--- src/rtl/aesl_deadlock_report_ctrl.sv ---
// aesl_deadlock_report_ctrl: watches the deadlock monitor's block flag while the
// DUT is running, declares deadlock after THRESH consecutive blocked cycles, then
// emits one valid/ready report beat per blocked channel.
// Optional feature macro: AESL_DEADLOCK_SNAPSHOT_EN (freeze block info at deadlock).
module aesl_deadlock_report_ctrl #(
    parameter int unsigned NUM_CH = 3,
    parameter int unsigned THRESH = 1024,
    parameter int unsigned CNT_W  = 16,
    localparam int unsigned IDX_W  = (NUM_CH > 1) ? $clog2(NUM_CH) : 1,
    localparam int unsigned INFO_W = 3 * NUM_CH
) (
    input  logic              clock,
    input  logic              reset,
    input  logic              dut_start,
    input  logic              dut_done,
    input  logic              block,
    input  logic [INFO_W-1:0] axis_block_info,
    input  logic              clear,
    output logic              report_valid,
    input  logic              report_ready,
    output logic [IDX_W-1:0]  report_ch,
    output logic [2:0]        report_code,
    output logic              report_done,
    output logic              deadlock
);

    typedef enum logic [1:0] {
        ST_IDLE   = 2'd0,
        ST_ARMED  = 2'd1,
        ST_REPORT = 2'd2,
        ST_HALT   = 2'd3
    } state_e;

    state_e             state_q, state_d;
    logic [CNT_W-1:0]   cnt_q, cnt_d;
    logic [IDX_W-1:0]   idx_q, idx_d;
    logic               valid_q, valid_d;
    logic [IDX_W-1:0]   ch_q, ch_d;
    logic [2:0]         code_q, code_d;
    logic               done_q, done_d;
    logic               dl_q, dl_d;
    logic [INFO_W-1:0]  scan_info_c;
    logic [2:0]         field_c;
    logic               is_last_c;
    logic               hit_c;

    assign is_last_c = (idx_q == IDX_W'(NUM_CH - 1));
    assign hit_c     = block && (cnt_q == CNT_W'(THRESH - 1));

`ifdef AESL_DEADLOCK_SNAPSHOT_EN
    logic [INFO_W-1:0] snap_q;

    // Capture the block info on the cycle deadlock is declared
    always_ff @(posedge clock or negedge reset) begin
        if (!reset) begin
            snap_q <= '0;
        end else if (!clear && state_q == ST_ARMED && hit_c) begin
            snap_q <= axis_block_info;
        end
    end

    assign scan_info_c = snap_q;
`else
    assign scan_info_c = axis_block_info;
`endif

    // Select the 3-bit code of the channel currently being scanned
    always_comb begin
        field_c = 3'b000;
        for (int unsigned i = 0; i < NUM_CH; i++) begin
            if (idx_q == IDX_W'(i)) begin
                field_c = scan_info_c[3*i +: 3];
            end
        end
    end

    // State and output registers
    always_ff @(posedge clock or negedge reset) begin
        if (!reset) begin
            state_q <= ST_IDLE;
            cnt_q   <= '0;
            idx_q   <= '0;
            valid_q <= 1'b0;
            ch_q    <= '0;
            code_q  <= 3'b000;
            done_q  <= 1'b0;
            dl_q    <= 1'b0;
        end else begin
            state_q <= state_d;
            cnt_q   <= cnt_d;
            idx_q   <= idx_d;
            valid_q <= valid_d;
            ch_q    <= ch_d;
            code_q  <= code_d;
            done_q  <= done_d;
            dl_q    <= dl_d;
        end
    end

    // Next-state and next-output logic
    always_comb begin
        logic adv;
        state_d = state_q;
        cnt_d   = cnt_q;
        idx_d   = idx_q;
        valid_d = valid_q;
        ch_d    = ch_q;
        code_d  = code_q;
        done_d  = 1'b0;
        dl_d    = dl_q;
        adv     = 1'b0;

        if (clear) begin
            state_d = ST_IDLE;
            cnt_d   = '0;
            idx_d   = '0;
            valid_d = 1'b0;
            ch_d    = '0;
            code_d  = 3'b000;
            dl_d    = 1'b0;
        end else begin
            case (state_q)
                ST_IDLE: begin
                    cnt_d = '0;
                    if (dut_start) state_d = ST_ARMED;
                end
                ST_ARMED: begin
                    if (block) begin
                        if (cnt_q != {CNT_W{1'b1}}) cnt_d = cnt_q + CNT_W'(1);
                    end else begin
                        cnt_d = '0;
                    end
                    // Deadlock takes priority over a simultaneous dut_done
                    if (hit_c) begin
                        state_d = ST_REPORT;
                        idx_d   = '0;
                        dl_d    = 1'b1;
                    end else if (dut_done) begin
                        state_d = ST_IDLE;
                        cnt_d   = '0;
                    end
                end
                ST_REPORT: begin
                    if (valid_q) begin
                        if (report_ready) begin
                            valid_d = 1'b0;
                            adv     = 1'b1;
                        end
                    end else if (field_c != 3'b000) begin
                        valid_d = 1'b1;
                        ch_d    = idx_q;
                        code_d  = field_c;
                    end else begin
                        adv = 1'b1;
                    end
                    if (adv) begin
                        if (is_last_c) begin
                            state_d = ST_HALT;
                            done_d  = 1'b1;
                        end else begin
                            idx_d = idx_q + IDX_W'(1);
                        end
                    end
                end
                default: begin
                    // HALT: stay here until clear or reset
                end
            endcase
        end
    end

    assign report_valid = valid_q;
    assign report_ch    = ch_q;
    assign report_code  = code_q;
    assign report_done  = done_q;
    assign deadlock     = dl_q;

endmodule
--- config.mk ---
export PLATFORM = sky130hd
export DESIGN_NAME = aesl_deadlock_report_ctrl
export DESIGN_NICKNAME = d
export VERILOG_FILES = /design/src/rtl/aesl_deadlock_report_ctrl.sv
export SDC_FILE = /design/constraint.sdc
export NUM_CORES = 1
export LEC_CHECK = 0
export CELL_PAD_IN_SITES_DETAIL_PLACEMENT = 1
export CELL_PAD_IN_SITES_GLOBAL_PLACEMENT = 2
export CORE_ASPECT_RATIO = 0.5
export CORE_MARGIN = 2
export CORE_UTILIZATION = 31
export CTS_BUF_LIST = sky130_fd_sc_hd__clkbuf_8
export DETAILED_ROUTE_END_ITERATION = 12
export PLACE_DENSITY = 0.76
export SYNTH_ARGS = -nofsm -noshare
export SYNTH_HDL_FRONTEND = slang
export SYNTH_SLANG_ARGS = --single-unit
--- constraint.sdc ---
create_clock -name clock -period 2.1 [get_ports clock]
set_input_delay 0.42 -clock clock [delete_from_list [all_inputs] [get_ports clock]]
set_output_delay 0.42 -clock clock [all_outputs]
set_load 0.005 [all_outputs]
Yosys cells after proc, flatten, opt, wreduce, memory -nomap -nowiden
Cells that the tools add are included.

Register bits after elaboration: 28. Output and inout bits: 8. Word-level logic and storage cells: 84.

Add/subtract/negate cells: 2. Reduce and logical (&&, ||, !) cells: 15. Multiplexer cells: 46. Equal/unequal tests: 13.

Operators with widths (number): $mux W16 (5); $pmux W16 S2 (1); $mux W2 (14); $mux W3 (7); $mux W1 (17); $add A16 B1 Y16 const B (1); $eq A16 B10 Y1 const B (1); $ne A16 B16 Y1 const B (1); $ne A3 B3 Y1 const B (5); $reduce_bool A3 Y1 (3); $reduce_bool A2 Y1 (4); $pmux W2 S3 (1); $reduce_and A5 Y1 (1); $eq A2 B1 Y1 const B (2); $eq A2 B2 Y1 const B (2); $logic_not A2 Y1 (2); $ne A4 B4 Y1 const B (1); $pmux W2 S2 (1); $reduce_and A4 Y1 (1); $reduce_bool A4 Y1 (1); $reduce_and A3 Y1 (1); $add A2 B1 Y2 const B (1); $ne A2 B2 Y1 const B (1); $reduce_and A2 Y1 (1); $logic_and A1 B1 Y1 (1).

Longest topological paths before layout
Gate-level depths: netlist of the first run.

Depth after elaboration: 12. Mapped depth: 8. Mapped depth without buffers: 7.

Worst setup path after synthesis of the first run
Ideal clock, no wire load.

Path kind: register to register. Start point: reg idx_q[0]. End point: reg state_q[0]. Setup time: 0.125 ns. Stages on the path, launching flop included: 9. Slack: 0.101 ns. Required time: 1.975 ns. Data arrival time: 1.875 ns. Period minus slack after synthesis: 1.999 ns. Cells stage by stage: dfrtp_1 > inv_1 > ha_1 > buf_2 > a21oi_1 > a21oi_1 > o41ai_2 > o32ai_2 > mux2_2.

Longest elaborated chain between the ends: 11. Elaborated cells between the ends (all ways): 14. Those cells by class: eq/ne (4); mux (7); reduce/logical (3).

Ends and longest elaborated chain: from (decl) (line 36) `logic [IDX_W-1:0] idx_q, idx_d;`; from (signal assigned) (line 91) `idx_q <= idx_d;`; $logic_not A2 Y1 (line 71) `if (idx_q == IDX_W'(i)) begin`; $mux W3 (3 in a row) (line 71); $reduce_bool A3 Y1 (line 149) `end else if (field_c != 3'b000) begin`; $mux W1 (line 149); $mux W1 (line 144) `if (valid_q) begin`; $mux W1 (line 122) `case (state_q)`; $mux W1 (line 113) `if (clear) begin`; $ne A3 B3 Y1 (no line); $reduce_and A5 Y1 (no line) (*); to (signal assigned) (line 89) `state_q <= state_d;`; to (decl) (line 34) `state_e state_q, state_d;`.

Every way passes the cells marked *; elsewhere a longest branch is shown, timed or not. The select of a mux whose other input is x is not followed. A chain may end at the register's enable or synchronous reset.

Worst setup path in the final report of the first run
Same ends and word-level chain as after synthesis.

==> out/results.txt, run 1 <==
Vias = 1846
Count leader, synth = dfrtp_1
Via/cell ratio = 5.510
Tcrit/Tclk final = 0.9663
Peak supply drop = 0.2592 mV
Slowest stage delay, CP = 0.45 ns
Clk pin slew, worst setup/hold paths = 0.10 ns
Syn Inst Count = 213
Ports = 24
Critical path endpoint category = register
First-pass GRT wire length = 9156 µm
Clock Skew = 0.007793 ns
Final #Nets = 286
Die area = 6709 µm²
Chip height = 58.93 µm
Seq cells post-synth = 28
DR WL/cell = 16.60 µm
Post-Place Cells = 327
Max stage delay cell, worst path = dfrtp_1
Routability cong. = 0.7598
Row cnt = 19
Largest net degree at the start of global routing = 29
CP Launch Point = idx_q[0]$_DFFE_PN0P_
Share of layout cells above drive strength 1 = 0.2328
Status = completed
Achievable Freq = 492.8 MHz
Synthesized Nets = 236
RR Startpoint = idx_q[0]$_DFFE_PN0P_
DRC violations left = 0
PwrDens = 509.0 nW/µm²
Measured slew at the worst slew-check pin = 0.5478 ns
Drt initial violations = 47
Reg2reg setup slack = 0.07 ns
Clk_lat worst skew = 0.28 ns
Endpoints failing hold = 0
Setup Crit Path Kind = register to register
CTS tree = done
Die X = 113.9 µm
Layout Cells excl Fill = 335
Slew HR = 0.6314
Ys async rst share = 1.000
Fin util = 0.4509
CTS buffer count = 3
Post-synth top area cell = dfrtp_1
Area Growth Syn to Fin = 36.39%
Synth top area cells = dfrtp_1, ha_1, a31oi_1
CP bufs+invs = 3
Yosys top cell area share = 0.3746
Core area = 5658 µm²
# setup viols final = 0
CP Cell Sequence = inv_2, buf_6, ha_4, nand3b_1, a21oi_2, o41ai_2, buf_4, o32ai_4, mux2_4
Worst-path fanout max = 3
R2R depth = 9
Pwr Total = 0.001299 W
Cell area after synthesis = 1871 µm²
Max cap viols = 0
Setup TNS = 0 ns
WL final = 5560 µm
Grt ovf = 0
# hold bufs at CTS = 0
Synth Flop Type = dfrtp_1
DRT Pass-1 Iters = 4
TritonCTS sink count = 28
Unique cell type count in the Yosys netlist = 49
Total track usage = 0.1720
Reg-to-reg endpoint = state_q[0]$_DFFE_PN0P_
DP HPWL = 4044 µm
WHS = 0.5186 ns
CTS H-tree lvls = 1
Antenna Cells = 0
Tmin final = 2.029 ns
Crit start category = register
Port bufs = 23
Initial antenna violation count = 0
Post-synth EDFFs = 0
Clk buf depth = 2
Slew Limit Fails = 0
Hold Path Class = input port to async pin
Commonest cells post-synth = dfrtp_1, nand2_1, a21oi_1
Antenna-violating nets left = 0
Vias in the first global route = 1973
Starting Density = 0.3306
Synth warn = 0
Leakage power = 1.008 nW
Critical path data arrival time = 2.21 ns
Cell family with most CP delay = compound AO/OA/AOI/OAI gates
Average size of a mapped cell = 8.782 µm²
CTS root buf = clkbuf_8
CP Data Required Time = 2.28 ns
Register area share after synthesis = 0.3746
-- power by group --
| part | internal [W] | leakage (nW) | switching (W) | total, W |
|---|---|---|---|---|
| combinational | 0.000133 | 0.584 | 0.000172 | 0.000304 |
| sequential | 0.000548 | 0.388 | 0.00000938 | 0.000557 |
| clock | 0.000256 | 0.0357 | 0.000181 | 0.000437 |
-- worst max-delay path by stage --
stage                                   endpoint  cells after the start
after floorplan           state_q[0]$_DFFE_PN0P_                      8
after global placement      cnt_q[1]$_DFFE_PN0P_                      6
after detailed placement    cnt_q[1]$_DFFE_PN0P_                      6
after CTS                 state_q[0]$_DFFE_PN0P_                      9
after global routing      state_q[1]$_DFFE_PN0P_                      8
final                     state_q[0]$_DFFE_PN0P_                      9
-- cells by family after synthesis --
group                      after synthesis  synth area share
adders and majority gates                7           0.04682
xor gates and xnor gates                 3           0.01405
and+or+nand+nor                         84            0.2468
AOI/OAI and AO/OA                       60            0.2228
DFF                                     28            0.3746
buffers and inverters                   23           0.05017
muxes                                    8           0.04482
-- worst reg2reg max path, cell delays in order, from the launching register on --
cell and delay, ns:
dfrtp_1 0.45, inv_2 0.09, buf_6 0.13, ha_4 0.16, nand3b_1 0.12, a21oi_2 0.09
o41ai_2 0.30, buf_4 0.19, o32ai_4 0.10, mux2_4 0.31
-- registers in the layout (all words and copies together), names as in the netlist --
name / cells
cnt_q: 16
report_code: 3
report_ch: 2
report_valid: 1
idx_q: 2
report_done: 1
state_q: 2
deadlock: 1
-- routing by layer --
layer	routed length (µm)	GRT usage
met1	2570	0.2073
met2	2724	0.3251
met3	191	0.03193
met4	74	0.04181
met5	0	0
-- stage by stage --
| step | worst slack, ns | area, µm² |
|---|---|---|
| after global placement | -0.02837 | 2357 |
| after detailed placement | -0.1303 | 2357 |
| after global routing | -0.005096 | 2551 |
| after CTS | 0.01924 | 2460 |
| final | 0.07083 | 2551 |
| after floorplan | 0.1006 | 1871 |
-- area by class of cell --
class,instances,area [µm²]
well taps,73,91.34
fillers,684,3107
multi-input cells,162,1164
inverters,13,48.80
clock buffers,3,41.29
flip-flops and latches,28,701.9
clock inverters,1,30.03
repair buffers,55,474.2
-- placed cells by master, fill, tap and decap left out, types with 3 or more instances in the layout --
cell type and instances:
nor2b_1 4, xnor2_1 3, ha_4 3, nor2_1 15
a21oi_1 12, a31oi_1 13, o211ai_1 8, and3_1 3
inv_1 11, ha_1 4, mux2i_1 5, nand3_1 10
nand3b_1 3, dfrtp_1 27, clkdlybuf4s50_1 23, o21ai_0 3
nand2_1 17, buf_4 31, nor3_1 9, clkbuf_8 3
nand4_1 3, a21oi_2 4, a22oi_1 3
-- repair_timing --
item / in CTS / in global routing
setup endpoints to repair: 2 / 4
resized for setup: 6 / 16
pin swaps: 2 / 4
setup buffers: 2 / 2
Note: power is estimated with default switching activity, not from simulation.
==> run 2, diff against run 1 <==
--- a/config.mk
+++ b/config.mk
@@ -6,4 +6,5 @@
 export NUM_CORES = 1
 export LEC_CHECK = 0
+export CAP_MARGIN = 20
 export CELL_PAD_IN_SITES_DETAIL_PLACEMENT = 1
 export CELL_PAD_IN_SITES_GLOBAL_PLACEMENT = 2
==> constraint.sdc (replaced) <==
create_clock -name clock -period 2.1 [get_ports clock]
set_input_delay 0.42 -clock clock [delete_from_list [all_inputs] [get_ports clock]]
set_output_delay 0.42 -clock clock [all_outputs]
set_load 0.01 [all_outputs]
==> results of run 2 <==
Final layout, timing and power as in run 1 (identical DEF).
==> run 3, diff against run 2 <==
GPL_ROUTABILITY_DRIVEN = 0   (was default)
==> results of run 3 <==
Final layout, timing and power as in run 1 (identical DEF).
